**config.mk**
```make
export PLATFORM = sky130hd
export DESIGN_NAME = matrix_frame_buffer
export DESIGN_NICKNAME = d
export VERILOG_FILES = /design/src/rtl/matrix_frame_buffer.sv
export SDC_FILE = /design/constraint.sdc
export NUM_CORES = 2
export LEC_CHECK = 0
export BUFFER_PORTS_ARGS = -buffer_cell sky130_fd_sc_hd__buf_2
export CORE_MARGIN = 4
export CORE_UTILIZATION = 49
export CTS_CLUSTER_SIZE = 20
export DETAILED_ROUTE_END_ITERATION = 8
export GPL_TIMING_DRIVEN = 0
export PLACE_DENSITY = 0.65
export SLEW_MARGIN = 40
export SYNTH_ARGS = -nofsm -noshare
export SYNTH_HDL_FRONTEND = slang
export SYNTH_SLANG_ARGS = --single-unit
```
**constraint.sdc**
```tcl
create_clock -name clk -period 2.8 [get_ports clk]
set_input_delay 0 -clock clk [delete_from_list [all_inputs] [get_ports clk]]
set_output_delay 0 -clock clk [all_outputs]
set_load 0.01 [all_outputs]
```
**src/rtl/matrix_frame_buffer.sv**
```systemverilog
// rtl/matrix_frame_buffer.sv - double-buffered 8x8 RGB frame store for the matrix row scanner
//
// Ports:
//   clk, reset_n                 clock; asynchronous active-low reset
//   wr_valid/wr_ready            pixel write handshake into the back buffer
//   wr_addr {row,col}, wr_rgb    pixel index and {red, green, blue} intensities
//   wr_commit, commit_pend       frame commit pulse; commit waiting for row0/plane0
//   rd_req, rd_row, rd_plane     scanner fetch request (ignored while rd_busy)
//   rd_busy, rd_valid            fetch/clear in progress; one-cycle result strobe
//   rd_red, rd_blue, rd_green    column bytes for the fetched row and bit-plane
`timescale 1ns/1ps

module matrix_frame_buffer #(
  parameter int PWM_BITS = 4,
  parameter int PLANE_W  = 3
) (
  input  logic                    clk,
  input  logic                    reset_n,
  input  logic                    wr_valid,
  output logic                    wr_ready,
  input  logic [5:0]              wr_addr,
  input  logic [3*PWM_BITS-1:0]   wr_rgb,
  input  logic                    wr_commit,
  output logic                    commit_pend,
  input  logic                    rd_req,
  input  logic [2:0]              rd_row,
  input  logic [PLANE_W-1:0]      rd_plane,
  output logic                    rd_busy,
  output logic                    rd_valid,
  output logic [7:0]              rd_red,
  output logic [7:0]              rd_blue,
  output logic [7:0]              rd_green
);

  localparam int W = 3 * PWM_BITS;

  typedef enum logic [1:0] {S_CLEAR, S_IDLE, S_FETCH, S_DONE} state_t;

  state_t               state, state_nx;
  logic [5:0]           clr_idx;
  logic [3:0]           col_cnt;
  logic [2:0]           row_q;
  logic [PLANE_W-1:0]   plane_q;
  logic                 front_sel;
  logic [7:0]           sh_r, sh_g, sh_b;

  logic                 clr_we;
  logic                 accept;
  logic                 swap;
  logic                 commit_set;
  logic                 wr_fire;

  logic [W-1:0]         mem0 [0:63];
  logic [W-1:0]         mem1 [0:63];
  logic [W-1:0]         q0, q1, q;
  logic [5:0]           rd_addr;
  logic [PWM_BITS-1:0]  red_sh, green_sh, blue_sh;
  logic                 bit_r, bit_g, bit_b;

  // ---------------- FSM ----------------
  always_ff @(posedge clk or negedge reset_n) begin
    if (!reset_n) state <= S_CLEAR;
    else          state <= state_nx;
  end

  always_comb begin
    state_nx = state;
    rd_busy  = 1'b1;
    wr_ready = 1'b0;
    clr_we   = 1'b0;
    accept   = 1'b0;
    case (state)
      S_CLEAR: begin
        clr_we = 1'b1;
        if (clr_idx == 6'd63) state_nx = S_IDLE;
      end
      S_IDLE: begin
        rd_busy  = 1'b0;
        wr_ready = !commit_pend;
        if (rd_req) begin
          accept   = 1'b1;
          state_nx = S_FETCH;
        end
      end
      S_FETCH: begin
        wr_ready = !commit_pend;
        // col_cnt 0..7 issue reads; count 8 drains the last RAM word
        if (col_cnt == 4'd8) state_nx = S_DONE;
      end
      S_DONE: begin
        wr_ready = !commit_pend;
        state_nx = S_IDLE;
      end
      default: state_nx = S_CLEAR;
    endcase
  end

  assign wr_fire    = wr_valid && wr_ready;
  // Frame boundary is the start of a scan: row 0, plane 0.
  assign swap       = accept && commit_pend && (rd_row == 3'd0) && (rd_plane == '0);
  assign commit_set = wr_commit && (state != S_CLEAR) && !commit_pend;

  // ---------------- storage ----------------
  // Back buffer is ~front_sel; CLEAR zeroes both buffers at once.
  assign rd_addr = {row_q, col_cnt[2:0]};

  always_ff @(posedge clk) begin
    if (clr_we)                    mem0[clr_idx] <= '0;
    else if (wr_fire && front_sel) mem0[wr_addr] <= wr_rgb;
    q0 <= mem0[rd_addr];
  end

  always_ff @(posedge clk) begin
    if (clr_we)                     mem1[clr_idx] <= '0;
    else if (wr_fire && !front_sel) mem1[wr_addr] <= wr_rgb;
    q1 <= mem1[rd_addr];
  end

  // front_sel cannot change during a fetch, so muxing after the RAM is safe.
  assign q = front_sel ? q1 : q0;

  // Shifting past the field width yields 0, which covers planes >= PWM_BITS.
  assign red_sh   = q[3*PWM_BITS-1:2*PWM_BITS] >> plane_q;
  assign green_sh = q[2*PWM_BITS-1:PWM_BITS]   >> plane_q;
  assign blue_sh  = q[PWM_BITS-1:0]            >> plane_q;
  assign bit_r    = red_sh[0];
  assign bit_g    = green_sh[0];
  assign bit_b    = blue_sh[0];

  // ---------------- datapath ----------------
  always_ff @(posedge clk or negedge reset_n) begin
    if (!reset_n) begin
      clr_idx     <= '0;
      col_cnt     <= '0;
      row_q       <= '0;
      plane_q     <= '0;
      front_sel   <= 1'b0;
      commit_pend <= 1'b0;
      rd_valid    <= 1'b0;
      rd_red      <= '0;
      rd_blue     <= '0;
      rd_green    <= '0;
      sh_r        <= '0;
      sh_g        <= '0;
      sh_b        <= '0;
    end else begin
      rd_valid <= 1'b0;

      if (state == S_CLEAR) clr_idx <= clr_idx + 6'd1;

      if (accept) begin
        row_q   <= rd_row;
        plane_q <= rd_plane;
        col_cnt <= '0;
      end

      if (swap) begin
        front_sel   <= ~front_sel;
        commit_pend <= 1'b0;
      end else if (commit_set) begin
        commit_pend <= 1'b1;
      end

      if (state == S_FETCH) begin
        col_cnt <= col_cnt + 4'd1;
        // Data for column (col_cnt-1) is on q; shift in from the MSB so
        // column 0 ends up in bit 0.
        if (col_cnt == 4'd8) begin
          rd_red   <= {bit_r, sh_r[7:1]};
          rd_green <= {bit_g, sh_g[7:1]};
          rd_blue  <= {bit_b, sh_b[7:1]};
          rd_valid <= 1'b1;
        end else if (col_cnt != 4'd0) begin
          sh_r <= {bit_r, sh_r[7:1]};
          sh_g <= {bit_g, sh_g[7:1]};
          sh_b <= {bit_b, sh_b[7:1]};
        end
      end
    end
  end

endmodule

```
Yosys cells after proc, flatten, opt, wreduce, memory -nomap -nowiden --
Memories as Yosys holds them, arrays and structs flattened. A register that Yosys moved wholly into a read port is not among the register bits. Index checks and enable logic that the tools add are counted.
Cells by class: div/mod/pow operators 0, bitwise operators 2, magnitude comparators 0, mux-type cells 30, reduce and logical (&&, ||, !) cells 23, equality and inequality tests 8, $mul 0, $add $sub $neg 2, shift-type cells 3
Operator list (count):
- $mux W12 | 3
- $reduce_or A12 Y1 | 2
- $mux W1 | 19
- $mux W6 | 2
- $shr A4 B3 Y1 | 3
- $logic_and A1 B1 Y1 | 8
- $mux W4 | 2
- $pmux W2 S4 | 1
- $add A6 B1 Y6 const B | 1
- $eq A6 B6 Y1 const B | 1
- $logic_not A3 Y1 | 2
- $mux W2 | 3
- $ne A2 B2 Y1 const B | 3
- $reduce_and A3 Y1 | 2
- $reduce_bool A2 Y1 | 3
- $add A4 B1 Y4 const B | 1
- $eq A2 B2 Y1 const B | 2
- $eq A4 B4 Y1 const B | 1
- $reduce_bool A4 Y1 | 1
- $reduce_or A3 Y1 | 1
- $eq A2 B1 Y1 const B | 1
- $logic_not A1 Y1 | 2
- $logic_not A2 Y1 | 1
- $not A1 Y1 | 2
- $reduce_and A2 Y1 | 1
Storage, ports and cells: ROM bits 0, memories kept 2, input port bits 29, bits in writable memories 1536, register bits 69, latch bits 0, logic and storage cells 84, output and inout bits 28
Memories:
- mem0 | depth 64, bits a word 12, read ports 1, clocked after Yosys merged registers in 1, write ports 1, RTL line 53 | logic [W-1:0] mem0 [0:63];
- mem1 | depth 64, bits a word 12, read ports 1, clocked after Yosys merged registers in 1, write ports 1, RTL line 54 | logic [W-1:0] mem1 [0:63];

Logic depth before layout (Yosys ltp) --
word-level depth 10, mapped depth 10, mapped depth without buffers 6

Worst setup path before layout --
Ideal clock, no wire load.
path type register to register, from reg state[0], to mem mem1[0][10] in the netlist's numbering, data pin, data arrival time 2489 ps, stages on the path, launching flop included 7, library setup time 367 ps, setup slack -57 ps, data required time 2433 ps, clock period less this slack 2857 ps, buffers on the path 2, cells stage by stage dfrtp_1 -> inv_1 -> ha_1 -> nor4b_4 -> buf_4 -> clkbuf_1 -> and2_1
Between the ends: word-level cells in the longest chain between the ends 10, elaborated cells between the ends (all ways) 14, classes of those cells eq/ne: 3; mux: 6; reduce/logical: 5
RTL lines:
- start: declaration | RTL line 39 | state_t state, state_nx;
- start signal: assignment | RTL line 63 | else state <= state_nx;
- $eq A2 B2 Y1 / $eq A2 B1 Y1 (equally long branches) | RTL line 72 | case (state)
- $reduce_or A3 Y1 (no source line)
- $mux W1
- $logic_and A1 B1 Y1 | RTL line 98 | assign wr_fire = wr_valid && wr_ready;
- $logic_and A1 B1 Y1 | RTL line 115 | else if (wr_fire && !front_sel) mem1[wr_addr] <= wr_rgb;
- $mux W1 | RTL line 115
- $mux W1 * | RTL line 114 | if (clr_we) mem1[clr_idx] <= '0;
- $mux W1 (not written as such) * | RTL line 115
- $reduce_or A12 Y1 (no source line) *
- $mux W12 (no source line) *
- end: declaration | RTL line 54
Mark *: on every way between the ends. The rest lies on a longest branch, timed or not.

==> flow_summary.ini <==
[layout]
fillers = 8496
final_cells = 5159
post-route-util = 0.600
drive_gt1_frac = 0.374
finalNetCount = 3412
area_growth_pct = 21.2
layout_common_cells = 1536 x edfxtp_1, 390 x mux4_2, 169 x clkbuf_16, 128 x nor2_4, 126 x buf_12
final_common_cell = edfxtp_1

[yosys]
synthTopCellsByArea = edfxtp_1 74%, mux4_2 14%, dfrtp_1 2.6%, a22oi_1 1.7%, nor2_1 0.83%
ys_ff_latch = 1626
synth_edf_count = 1536
syn_area_sq_um = 62400
synth_cell_types = 44
synth_cells = 2911
synth_flop_cell = edfxtp_1
async_flop_share = 0.0406
yosysSeqAreaShare = 0.773
yosysTopAreaCellShare = 0.739
avgSynthCellArea_sq_um = 21.4
yosys.area.top_type = edfxtp_1
ys_warn_count = 0
syn_nets = 2946

[detailed_routing]
drt_wl_total_mm = 182
wl_met3_mm = 20.7
drt-met1-wl_mm = 67.1
drcViolationCount = 0
dr.pass1.iters = 8
via_per_inst = 6.46
top_layer = met5
wl_met2_mm = 84.8
drt_iter0_markers = 4925
wire_per_inst_um = 35.2
via_count = 33345
ant_nets = 0

[power_and_ir_drop]
power.total_mw = 47.9
leakage_nw = 21.4
power_density_nw_per_um2 = 633
peakVddDrop_mv = 0.446

[critical_path]
cp_max_fo = 11
slowest_delay_ps = 750
crit_arrival_ps = 3780
critPathSlowestCell = a211oi_1
path_cells = buf_2 > buf_4 > buf_2 > buf_4 > mux2i_2 > a211oi_1 > o211a_1
critPathLaunchType = register
critPathKind = reg -> reg
crit_path_end_kind = register
required_ps = 3520
worst-r2r-cell-count = 7
r2r_setup_slack_ps = -260
rr_endpoint = q1[9]
r2r-start = col_cnt[2]

[hold_path]
holdPathStages = 5
worstHoldEndpoint = mem1[2][10]
hold_class = in -> reg
hold_start = wr_addr[2]

[floorplan]
core-area_sq_um = 126000
die_h_um = 365
io_pins = 57
dieWidth_um = 365
std_cell_rows = 130
dieArea_sq_um = 133000
start_util = 0.495

[clock_tree]
cts_buffer_depth = 3
clock-sinks = 1626
cts_tree = yes
clkLatencyLatePin_ps = 780
h-tree-depth = 4
numCtsBuffers = 159
clkTransAtPathRegs_ps = 60
cts_root_buf = clkbuf_16

[sta]
rsz0062_at_grt = true
setup_ws_ps = -259
finalHoldViolCount = 0
relSlewSlack = 0.364
setup_viol_count_final = 20
worst_slew_pin_slew_ps = 954
min_period_over_period = 1.09
fin_crit_ps = 3060
drv_slew = 0
finClkSkew_ps = 26.8
max_freq_mhz = 327

[placed_design]
buffer_ports.inserted = 56
gp_congestion = 0.946
place_inst = 4636
dp_hpwl_mm = 115

[job]
maxCapViolations = 0

[grt]
track_usage = 0.264
grt_overflow_total = 0
antenna_found_initial = 4
grt_max_degree = 67
first_global_vias = 33106
grt_pass1_wl_mm = 245

[run_status]
status = finished with violations
violations = negative setup slack
registers in the layout (all words and copies together) (netlist names):
| signal | cells |
|---|---|
| col_cnt | 4 |
| front_sel | 1 |
| commit_pend | 1 |
| rd_valid | 1 |
| rd_blue | 8 |
| sh_g | 7 |
| q1 | 12 |
| mem1 | 768 |
| plane_q | 3 |
| mem0 | 768 |
| sh_r | 7 |
| state | 2 |
| sh_b | 7 |
| q0 | 12 |
| rd_green | 8 |
| rd_red | 8 |
| clr_idx | 6 |
| row_q | 3 |
metal layers:
layer / vias up / global-route usage
met3: 380 / 0.0702
met4: 2 / 0.115
met2: 2167 / 0.404
li1: 13155 / -
met1: 17641 / 0.361
met5: - / 0
critical path, delay by kind of cell (launching register included):
family / cells / cell delay, ps
buffers and inverters: 4 / 1400
flip-flops: 1 / 320
AO/OA/AOI/OAI: 2 / 1060
multiplexers: 1 / 180
worst max path at each step:
stage               startpoint      endpoint  slack (ps)  cells past startpoint
finish              col_cnt[2]         q1[9]        -260                      7
floorplan             state[0]   mem1[49][0]         -20                      7
global route        col_cnt[0]         q1[3]        -240                      7
CTS                   state[0]    mem1[3][9]        -150                      7
detailed placement    state[0]   mem0[30][6]       -1130                      8
global placement      state[0]  mem0[26][10]       -1570                      7
Yosys cell counts, types with 9 or more instances:
cell type,instances
a211oi_1,24
nand2_1,108
mux2_2,32
dfxtp_1,24
nand2b_1,13
mux2i_1,43
o22ai_1,25
clkbuf_1,78
dfrtp_1,66
o211a_1,24
and2_1,29
buf_4,19
buf_1,9
buf_2,50
a21boi_1,24
mux4_2,390
nand3_1,61
nor2_1,138
a22oi_1,144
edfxtp_1,1536
kinds of logic (layout without fill, tap and decap cells):
logic type | count (synthesis) | in the layout | share of synthesized area
multiplexers | 465 | 465 | 0.153
AO/OA/AOI/OAI | 263 | 263 | 0.0317
XOR/XNOR | 6 | 6 | 0.000842
other | 0 | 4 | 0
adder cells (fa/ha/maj) | 6 | 6 | 0.00120
flip-flops | 1626 | 1626 | 0.773
AND/OR/NAND/NOR | 376 | 393 | 0.0271
buffers and inverters | 169 | 746 | 0.0129
area by class of cell:
cell class | count | area, sq um | area share
flip-flops and latches | 1626 | 48300 | 0.637
clock buffers | 197 | 4340 | 0.0574
well taps | 1650 | 2060 | 0.0273
clock inverters | 92 | 897 | 0.0119
plain buffers | 161 | 1000 | 0.0132
repair buffers | 288 | 3730 | 0.0493
diodes | 4 | 10.0 | 0.000132
inverters | 8 | 30.0 | 0.000397
multi-input cells | 1133 | 15400 | 0.203
repair_timing:
action,4_1_cts,5_1_grt
resized for setup,294,83
hold buffers,31,0
buffers inserted,163,19
setup endpoints to repair,2571,2639
pin swaps,120,22
gates cloned,0,17
hold endpoints to repair,496,0
power by group:
group | internal, mW | total [mW] | switching [mW]
clock network | 12.6 | 21.6 | 8.99
registers | 26.2 | 26.2 | 0
logic | 0.0462 | 0.147 | 0.100
total | 38.8 | 47.9 | 9.09
per-stage QoR:
step	hold WS, ps	setup WS [ps]	TNS [ps]	area (sq um)
floorplan	-296	-20.2	-3500	62400
global placement	272	-1570	-2966380	64800
detailed placement	152	-1130	-1509170	65600
CTS	119	-151	-38890	74900
global route	105	-238	-4500	75700
finish	132	-259	-1770	75700
(Power assumes the default switching activity.)
